==> config.mk <==
export PLATFORM = sky130hd
export DESIGN_NAME = rr_demux_ctrl
export DESIGN_NICKNAME = d
export VERILOG_FILES = /design/src/rtl/rr_demux_ctrl.sv
export SDC_FILE = /design/constraint.sdc
export NUM_CORES = 1
export LEC_CHECK = 0
export CORE_MARGIN = 2
export CORE_UTILIZATION = 48
export DETAILED_ROUTE_END_ITERATION = 12
export PLACE_DENSITY = 0.76
export SLEW_MARGIN = 5
export SYNTH_ARGS = -nofsm -noshare
export SYNTH_HDL_FRONTEND = slang
export SYNTH_SLANG_ARGS = --single-unit
export TNS_END_PERCENT = 100
==> constraint.sdc <==
create_clock -name clk -period 1.9 [get_ports clk]
set_input_delay 0.285 -clock clk [delete_from_list [all_inputs] [get_ports clk]]
set_output_delay 0.285 -clock clk [all_outputs]
set_load 0.05 [all_outputs]
==> src/rtl/rr_demux_ctrl.sv <==
// Round-robin scheduler: pops the shared source FIFO, steers the 4-way demux, strobes the destination FIFO push.
// pop/select are combinational in the grant cycle, push lands one cycle later; full destinations are skipped, and enable low or an empty source holds off.
module rr_demux_ctrl #(
   parameter int BURST = 1
) (
   input  logic       clk,
   input  logic       reset,
   input  logic       enable,
   input  logic       fifo_empty,
   input  logic [3:0] dest_full,
   output logic       pop,
   output logic [1:0] select,
   output logic [3:0] push,
   output logic       idle
);

   localparam logic [4:0] BURST_LEN = 5'(BURST);

   logic [1:0] ptr;
   logic [1:0] ptr_nxt;
   logic [1:0] target;
   logic [3:0] burst_cnt;
   logic [3:0] cnt_nxt;
   logic [3:0] push_q;
   logic       grant;

   // Walk the offsets from the farthest to the nearest so that the closest eligible destination wins.
   always_comb begin
      target = ptr;
      for (int i = 3; i >= 0; i--) begin
         if (!dest_full[ptr + 2'(i)]) begin
            target = ptr + 2'(i);
         end
      end
   end

   assign grant  = reset & enable & ~fifo_empty & ~(&dest_full);
   assign pop    = grant;
   assign select = !reset ? 2'd0 : (grant ? target : ptr);
   assign push   = push_q;

   // A skip hands the burst to the new holder when bursts are longer than one word.
   always_comb begin
      ptr_nxt = ptr;
      cnt_nxt = burst_cnt;
      if (grant) begin
         if (target == ptr && ({1'b0, burst_cnt} + 5'd1) < BURST_LEN) begin
            cnt_nxt = burst_cnt + 4'd1;
         end else if (target != ptr && BURST_LEN > 5'd1) begin
            ptr_nxt = target;
            cnt_nxt = 4'd1;
         end else begin
            ptr_nxt = target + 2'd1;
            cnt_nxt = 4'd0;
         end
      end
   end

   always_ff @(posedge clk or negedge reset) begin
      if (!reset) begin
         ptr       <= 2'd0;
         burst_cnt <= 4'd0;
         push_q    <= 4'd0;
         idle      <= 1'b1;
      end else begin
         ptr       <= ptr_nxt;
         burst_cnt <= cnt_nxt;
         push_q    <= grant ? (4'b0001 << target) : 4'd0;
         idle      <= ~grant;
      end
   end

endmodule

-- After elaboration in Yosys (flattened, before gate mapping)
Cells that the tools add are included.
- input port bits: 8
- output and inout bits: 8
- register bits: 11
- logic and storage cells: 43
- eq/ne operators: 1
- $lt $le $gt $ge: 5
- shift operators: 1
- bitwise logic cells: 7
- reduce and logical (&&, ||, !) cells: 3
- muxes and demuxes: 16
- $add $sub $neg: 6
- operators with widths (operator ; number):
    $lt A2 B3 Y1 const B ; 4
    $mux W2 ; 6
    $bmux W1 S2 ; 4
    $mux W4 ; 2
    $add A4 B1 Y5 const B ; 1
    $lt A5 B1 Y1 const B ; 1
    $add A2 B1 Y2 const B ; 2
    $add A2 B2 Y2 const B ; 2
    $add A4 B1 Y4 const B ; 1
    $mux W1 ; 4
    $not A1 Y1 ; 4
    $reduce_and A4 Y1 ; 1
    $shl A1 B2 Y4 const A ; 1
    $and A1 B1 Y1 ; 3
    $eq A2 B2 Y1 ; 1
    $reduce_and A2 Y1 ; 1
    $logic_and A1 B1 Y1 ; 1

-- Logic depth before layout (Yosys ltp)
Gate-level depths: netlist of the first run.
- depth in word-level cells: 11
- mapped depth: 7
- gate-level depth less buffers: 6

-- Worst setup path after synthesis of the first run
No wires, ideal clock.
- path type: register to output
- start: register ptr[1]
- end: output port select[1]
- path buffers: 1
- data arrival time: 2.190 ns
- setup slack: -0.575 ns
- data required time: 1.615 ns
- stages on the path, launching flop included: 7
- path through: dfrtp_1 -> buf_4 -> o21ai_0 -> a22oi_1 -> o21ai_1 -> nand2_1 -> a21boi_0
- word-level cells in the longest chain between the ends: 9
- elaborated cells on any way between the ends: 17
- classes of those cells: add/sub: 3; mux: 14
- RTL lines (what ; RTL line ; RTL):
    start, declared ; 19 ; logic [1:0] ptr;
    start signal, assigned ; 66 ; ptr <= ptr_nxt;
    $add A2 B2 Y2 ; 31, 32 ;
    $bmux W1 S2 ; 31 ; if (!dest_full[ptr + 2'(i)]) begin
    $mux W1 (implied by the code) ; 31 ;
    $mux W2 (4 in series) ; 31 ;
    $mux W2 * (2 in series) ; 39 ; assign select = !reset ? 2'd0 : (grant ? target : ptr);
    end, declared ; 12 ; output logic [1:0] select,
Every way passes the cells marked *; elsewhere a longest branch is shown, timed or not. The select of a mux whose other input is x is not followed.

-- Final worst setup path of the first run
- start: register ptr[1]
- end: output port select[0]
- word-level cells in the longest chain between the ends: 9
- elaborated cells on any way between the ends: 17
- classes of those cells: add/sub: 3; mux: 14
- RTL lines (what ; RTL line):
    $add A2 B2 Y2 ; 31
    $bmux W1 S2 ; 31
    $mux W1 (implied by the code) ; 31
    $mux W2 (3 in series) ; 31
    $mux W2 * ; 31
    $mux W2 * (2 in series) ; 39
Marks and branches as above.

==> results.json, run 1 <==
{
  "grt_pass1_wl_mm": 2.34,
  "yosysTopAreaCellShare_pct": 33.4,
  "switching_share_pct": 40.0,
  "dp_hpwl_mm": 1.09,
  "skew_ns": 0.00343,
  "powerDensity_nw_per_um2": 978,
  "die_w_um": 43.5,
  "synth-seq-area-share_pct": 37.0,
  "synth_top_family_by_area": "simple AND/OR/NAND/NOR gates",
  "die_y_um": 43.5,
  "synth_compound_area_share_pct": 19.7,
  "path_clk_slew_ns": 0.07,
  "cp.required_ns": 1.62,
  "slew_violations": 0,
  "synth-edff-count": 0,
  "synthMuxAreaShare_pct": 3.34,
  "clockBufferDepth": 2,
  "cts_tree": "built",
  "postCtsHoldBufs": 0,
  "min-delay-path-class": "input port to async pin",
  "clock_sinks": 11,
  "clockRootBuffer": "clkbuf_4",
  "crit_path_start_kind": "flop",
  "ys.flop_type": "dfrtp_1",
  "whs_ns": 0.437,
  "ios": 16,
  "cts_made_buffers": 3,
  "max_freq_ghz": 0.545,
  "fin_ws_ns": 0.0651,
  "syn_area_sq_um": 748,
  "fin_crit_ns": 1.83,
  "wire_per_inst_um": 12.1,
  "start_util_pct": 50.3,
  "grtUsageTotal_pct": 16.4,
  "layout.nets": 118,
  "io_buffer_count": 15,
  "power_frac_comb_pct": 53.3,
  "n_antenna_cell": 0,
  "reg2reg_from": "ptr[1]",
  "viasPerCell": 5.21,
  "dieArea_sq_um": 1890,
  "synth_xor_xnor_area_share_pct": 0,
  "syn_nets": 89,
  "routed_wl_mm": 1.45,
  "cp-startpoint": "ptr[1]",
  "overflow": 0,
  "synth-async-reset-ratio_pct": 100,
  "leakagePower_nw": 0.518,
  "ys_ff_latch": 11,
  "crit_fanout": 8,
  "peakVddDrop_v": 0.000474,
  "crit_type": "flop to primary output",
  "drc_errors": 0,
  "grt_max_degree": 14,
  "power_frac_seq_pct": 30.9,
  "clk_latency_ns": 0.27,
  "gp_congestion": 0.840,
  "synth.distinct_cells": 31,
  "detail_route.iter0.violations": 9,
  "synthTopCellsByArea": "dfrtp_1, ha_1, and2_1",
  "avgSynthCellArea_sq_um": 9.84,
  "final-hold-violation-count": 0,
  "pwr-share-clk_pct": 15.7,
  "design.core.area_sq_um": 1490,
  "fin_crit_sh_pct": 96.6,
  "place_ws_ns": -0.279,
  "yosys.area_share.simple_pct": 22.9,
  "power.switching_w": 0.000411,
  "setup-violations-final": 0,
  "cts.htree.levels": 1,
  "synth_common_cells": "dfrtp_1, and2_1, nand2_1, o21ai_0, ha_1",
  "drt_first_pass_iters": 3,
  "synth_top_cell_by_area": "dfrtp_1",
  "yosysMostFrequentCell": "dfrtp_1",
  "rows": 14,
  "drv_cap": 0,
  "postSynthCellCount": 76,
  "tightestPinTransition_ns": 0.490,
  "slew_headroom_pct": 67.2,
  "status": "completed",
  "rsz0062_at_grt": "true",
  "grt_pass1_vias": 539,
  "synthAdderAreaFrac_pct": 8.36,
  "areaGrowthSynthToFinish_pct": 40.8,
  "antenna_found_initial": 0,
  "p_int_w": 0.000618,
  "vias": 625,
  "arrival_ns": 1.55,
  "ant_nets": 0,
  "synth-warning-count": 0,
  "fillers": 104,
  "drive_gt1_share_pct": 36.5,
  "end_kind": "primary output"
}
## critical path, cell delays in order (launching register included)
cell and delay, ns:
dfrtp_2 0.45, buf_4 0.18, o21ai_0 0.07, o211ai_1 0.13, o21ai_1 0.16, and2_4 0.16, buf_12 0.12
## kinds of logic after synthesis
family | count (synthesis)
DFF | 11
adders and majority gates | 5
muxes | 2
and+or+nand+nor | 28
buffers and inverters | 10
AOI/OAI and AO/OA | 20
## area by class of cell
class | instances | area [sq um] | share of cell area [%]
Tap cell | 16 | 20.0 | 1.90
Inverter | 5 | 18.8 | 1.78
Sequential cell | 11 | 279 | 26.5
Multi-Input combinational cell | 55 | 430 | 40.9
Timing Repair Buffer | 29 | 279 | 26.5
Clock buffer | 4 | 26.3 | 2.49
## sequential cells by signal, summed over array words and instances, names as in the netlist
name	cells
burst_cnt	4
idle	1
ptr	2
push	4
## what timing repair did
action                                 in CTS  in global routing
setup endpoints to repair                   3                  4
setup buffers                               2                  0
endpoints found under the hold margin       0                  0
pin swaps                                   2                  3
gates resized for setup                     6                 10
## layer usage
| layer | vias up | routed length [um] | GRT usage [%] |
|---|---|---|---|
| met5 | - | 0 | 0 |
| met4 | 0 | 27 | 9.09 |
| met3 | 4 | 53 | 1.67 |
| met2 | 15 | 655 | 23.6 |
| met1 | 288 | 714 | 24.0 |
| li1 | 318 | - | - |
## worst paths after layout
path | end | slack (ns) | cells after the start
setup / recovery | select[0] | 0.07 | 6
hold / removal | push[2] | 0.44 | 2
setup reg to reg | ptr[1] | 0.19 | 7
hold reg to reg | burst_cnt[3] | 0.51 | 1
max in group asynchronous | idle | 1.24 | 2
min in group clk | idle | 0.49 | 3
## power groups by stage
stage / Combinational (W) / Clock [W] / Sequential, W
2_1_floorplan: 0.000326 / 0 / 0.000299
3_3_place_gp: 0.000486 / 0 / 0.000310
3_5_place_dp: 0.000504 / 0 / 0.000309
4_1_cts: 0.000539 / 0.000164 / 0.000309
5_1_grt: 0.000592 / 0.000174 / 0.000322
6_report: 0.000549 / 0.000162 / 0.000318
## cell usage in the layout, fill, tap and decap left out, drive strengths merged, types with 2 or more instances in the layout
cell,instances
nand3b,2
buf,18
nor2b,2
a21boi,2
nand2,8
clkdlybuf4s50,7
ha,5
clkbuf,5
a22oi,2
inv,5
o21ai,9
dfrtp,10
and2,9
a21oi,2
nor2,3
## per-stage QoR
stage | instances | cell area, sq um | utilization [%] | total power (W) | TNS, ns
2_1_floorplan | 76 | 752 | - | 0.000625 | 0
3_3_place_gp | 114 | 993 | 66.7 | 0.000796 | -1.13
3_5_place_dp | 114 | 993 | 66.7 | 0.000813 | -1.40
4_1_cts | 120 | 1040 | 69.6 | 0.00101 | 0
5_1_grt | 120 | 1050 | 70.8 | 0.00109 | -0.0122
6_report | 120 | 1050 | 70.8 | 0.00103 | 0
No activity file was read; power rests on OpenSTA's default activity.
==> inputs of run 2 (changes only) <==
Settings changed: CORE_UTILIZATION 48 to 40, PLACE_DENSITY 0.76 to 0.65.
==> results.json, run 2 (synthesis results as in run 1) <==
{
  "status": "completed",
  "clockBufferDepth": 2,
  "crit_fanout": 7,
  "critical_path.top_delay_family": "compound AO/OA/AOI/OAI gates",
  "io_buffer_count": 15,
  "clockRootBuffer": "clkbuf_4",
  "drt_first_pass_iters": 4,
  "arrival_ns": 1.56,
  "multiInputGateArea_sq_um": 432,
  "fin_ws_ns": 0.0540,
  "setup-violations-final": 0,
  "drc_errors": 0,
  "crit_buf_inv": 1,
  "final_common_cell": "buf_4",
  "antenna_found_initial": 0,
  "cts.htree.levels": 1,
  "dp_hpwl_mm": 1.16,
  "areaGrowthSynthToFinish_pct": 50.0,
  "layout.nets": 124,
  "n_antenna_cell": 0,
  "end_kind": "primary output",
  "ios": 16,
  "vias": 661,
  "grt_pass1_wl_mm": 2.37,
  "leakagePower_nw": 0.541,
  "max_freq_ghz": 0.542,
  "grt_max_degree": 14,
  "final-hold-violation-count": 0,
  "fin_crit_sh_pct": 97.2,
  "powerDensity_nw_per_um2": 1000,
  "drive_gt1_share_pct": 40.9,
  "die_y_um": 47.3,
  "clk_latency_ns": 0.26,
  "layout_common_cells": "buf_4, nand2_1, and2_1, dfrtp_1, clkdlybuf4s50_1",
  "crit_type": "flop to primary output",
  "detail_route.iter0.violations": 4,
  "viasPerCell": 4.90,
  "cp.depth": 6,
  "reg2reg_from": "ptr[1]",
  "cp.required_ns": 1.62,
  "ant_nets": 0,
  "utilization_pct": 64.3,
  "rows": 15,
  "grtUsageTotal_pct": 15.5,
  "register_area_sq_um": 279,
  "grt_pass1_vias": 603,
  "routed_wl_mm": 1.56,
  "rr_worst_depth": 7,
  "die_w_um": 47.3,
  "clock_sinks": 11,
  "dieArea_sq_um": 2230,
  "crit_path_start_kind": "flop",
  "drv_cap": 0,
  "min-delay-path-class": "input port to async pin",
  "rsz0062_at_grt": "true",
  "overflow": 0,
  "slowest_delay_ns": 0.46,
  "path_clk_slew_ns": 0.07,
  "gp_congestion": 0.727,
  "peakVddDrop_v": 0.000500,
  "slew_headroom_pct": 67.2,
  "start_util_pct": 42.9,
  "slew_violations": 0,
  "design.core.area_sq_um": 1750,
  "tightestPinTransition_ns": 0.491,
  "skew_ns": 0.00170,
  "cts_made_buffers": 3,
  "fin_crit_ns": 1.85,
  "path_cells": "o21ai_2 > a22oi_2 > o21ai_2 > nand2_1 > a21boi_2 > buf_12",
  "crit_slowest_cell": "dfrtp_2",
  "cp-startpoint": "ptr[1]",
  "fillers": 153,
  "place_ws_ns": -0.279,
  "cts_tree": "built",
  "crit_top_cell": "o21ai_2",
  "postCtsHoldBufs": 0,
  "wire_per_inst_um": 11.5
}
==> run 2: cell count changes in the layout (fill, tap and decap cells not counted) <==
cell             change
buf_12               +1
buf_4                +4
buf_6                +1
clkdlybuf4s15_1      -1
dlygate4sd2_1        +2
dlymetal6s2s_1       -1
nor2_1               -1
nor2_2               +1
nor3b_1              +1
nor3b_2              -1
o21ai_0              -1
o21ai_2              +1
==> run 2: path summary, 6_finish.rpt <==
path | to | slack (ns)
max | select[1] | 0.05
min | burst_cnt[2] | 0.48
max reg2reg | ptr[1] | 0.16
min reg2reg | burst_cnt[1] | 0.51
max in group asynchronous | idle | 1.19
min in group clk | burst_cnt[1] | 0.51
==> run 2: where the power goes <==
part	internal [W]	switching (W)	leakage [nW]	total, W
Combinational	0.000352	0.000309	0.383	0.000661
Clock	0.0000812	0.0000726	0.0150	0.000154
Sequential	0.000267	0.0000440	0.143	0.000311
==> run 2: layer usage <==
layer / GRT usage, % / share of wire (%)
met3: 2.31 / 3.9
met5: 0 / 0
met4: 11.7 / 2.8
met1: 14.6 / 38
met2: 29.2 / 56
==> run 2: what timing repair did <==
item	in CTS	in global routing
endpoints found under the setup margin	3	2
pin swaps	3	6
buffers inserted	3	5
gates resized for setup	8	10
==> run 2: metrics by stage <==
step | cell area (sq um) | std cells | hold WS (ns) | TNS, ns | total power [W]
after CTS | 1060 | 130 | 0.495 | -0.00390 | 0.00101
after global placement | 1000 | 123 | 0.472 | -1.24 | 0.000800
after global routing | 1120 | 135 | 0.527 | -0.0734 | 0.00121
after floorplan | 752 | 76 | -0.0106 | 0 | 0.000625
final | 1120 | 135 | 0.485 | 0 | 0.00113
after detailed placement | 1000 | 123 | 0.475 | -1.50 | 0.000810
==> run 2: final cells by class <==
class	count	share of cell area, %
multi-input cells	55	38.5
repair buffers	35	29.9
flip-flops and latches	11	24.9
well taps	25	2.79
clock buffers	4	2.34
inverters	5	1.67
==> run 2: worst reg2reg max path, delay by kind of cell, from the launching register on <==
kind,cells,cell delay (ns)
AO/OA/AOI/OAI,2,0.32
adder cells (fa/ha/maj),1,0.28
buffers and inverters,2,0.22
flip-flops,1,0.46
multiplexers,1,0.26
AND/OR/NAND/NOR,1,0.09
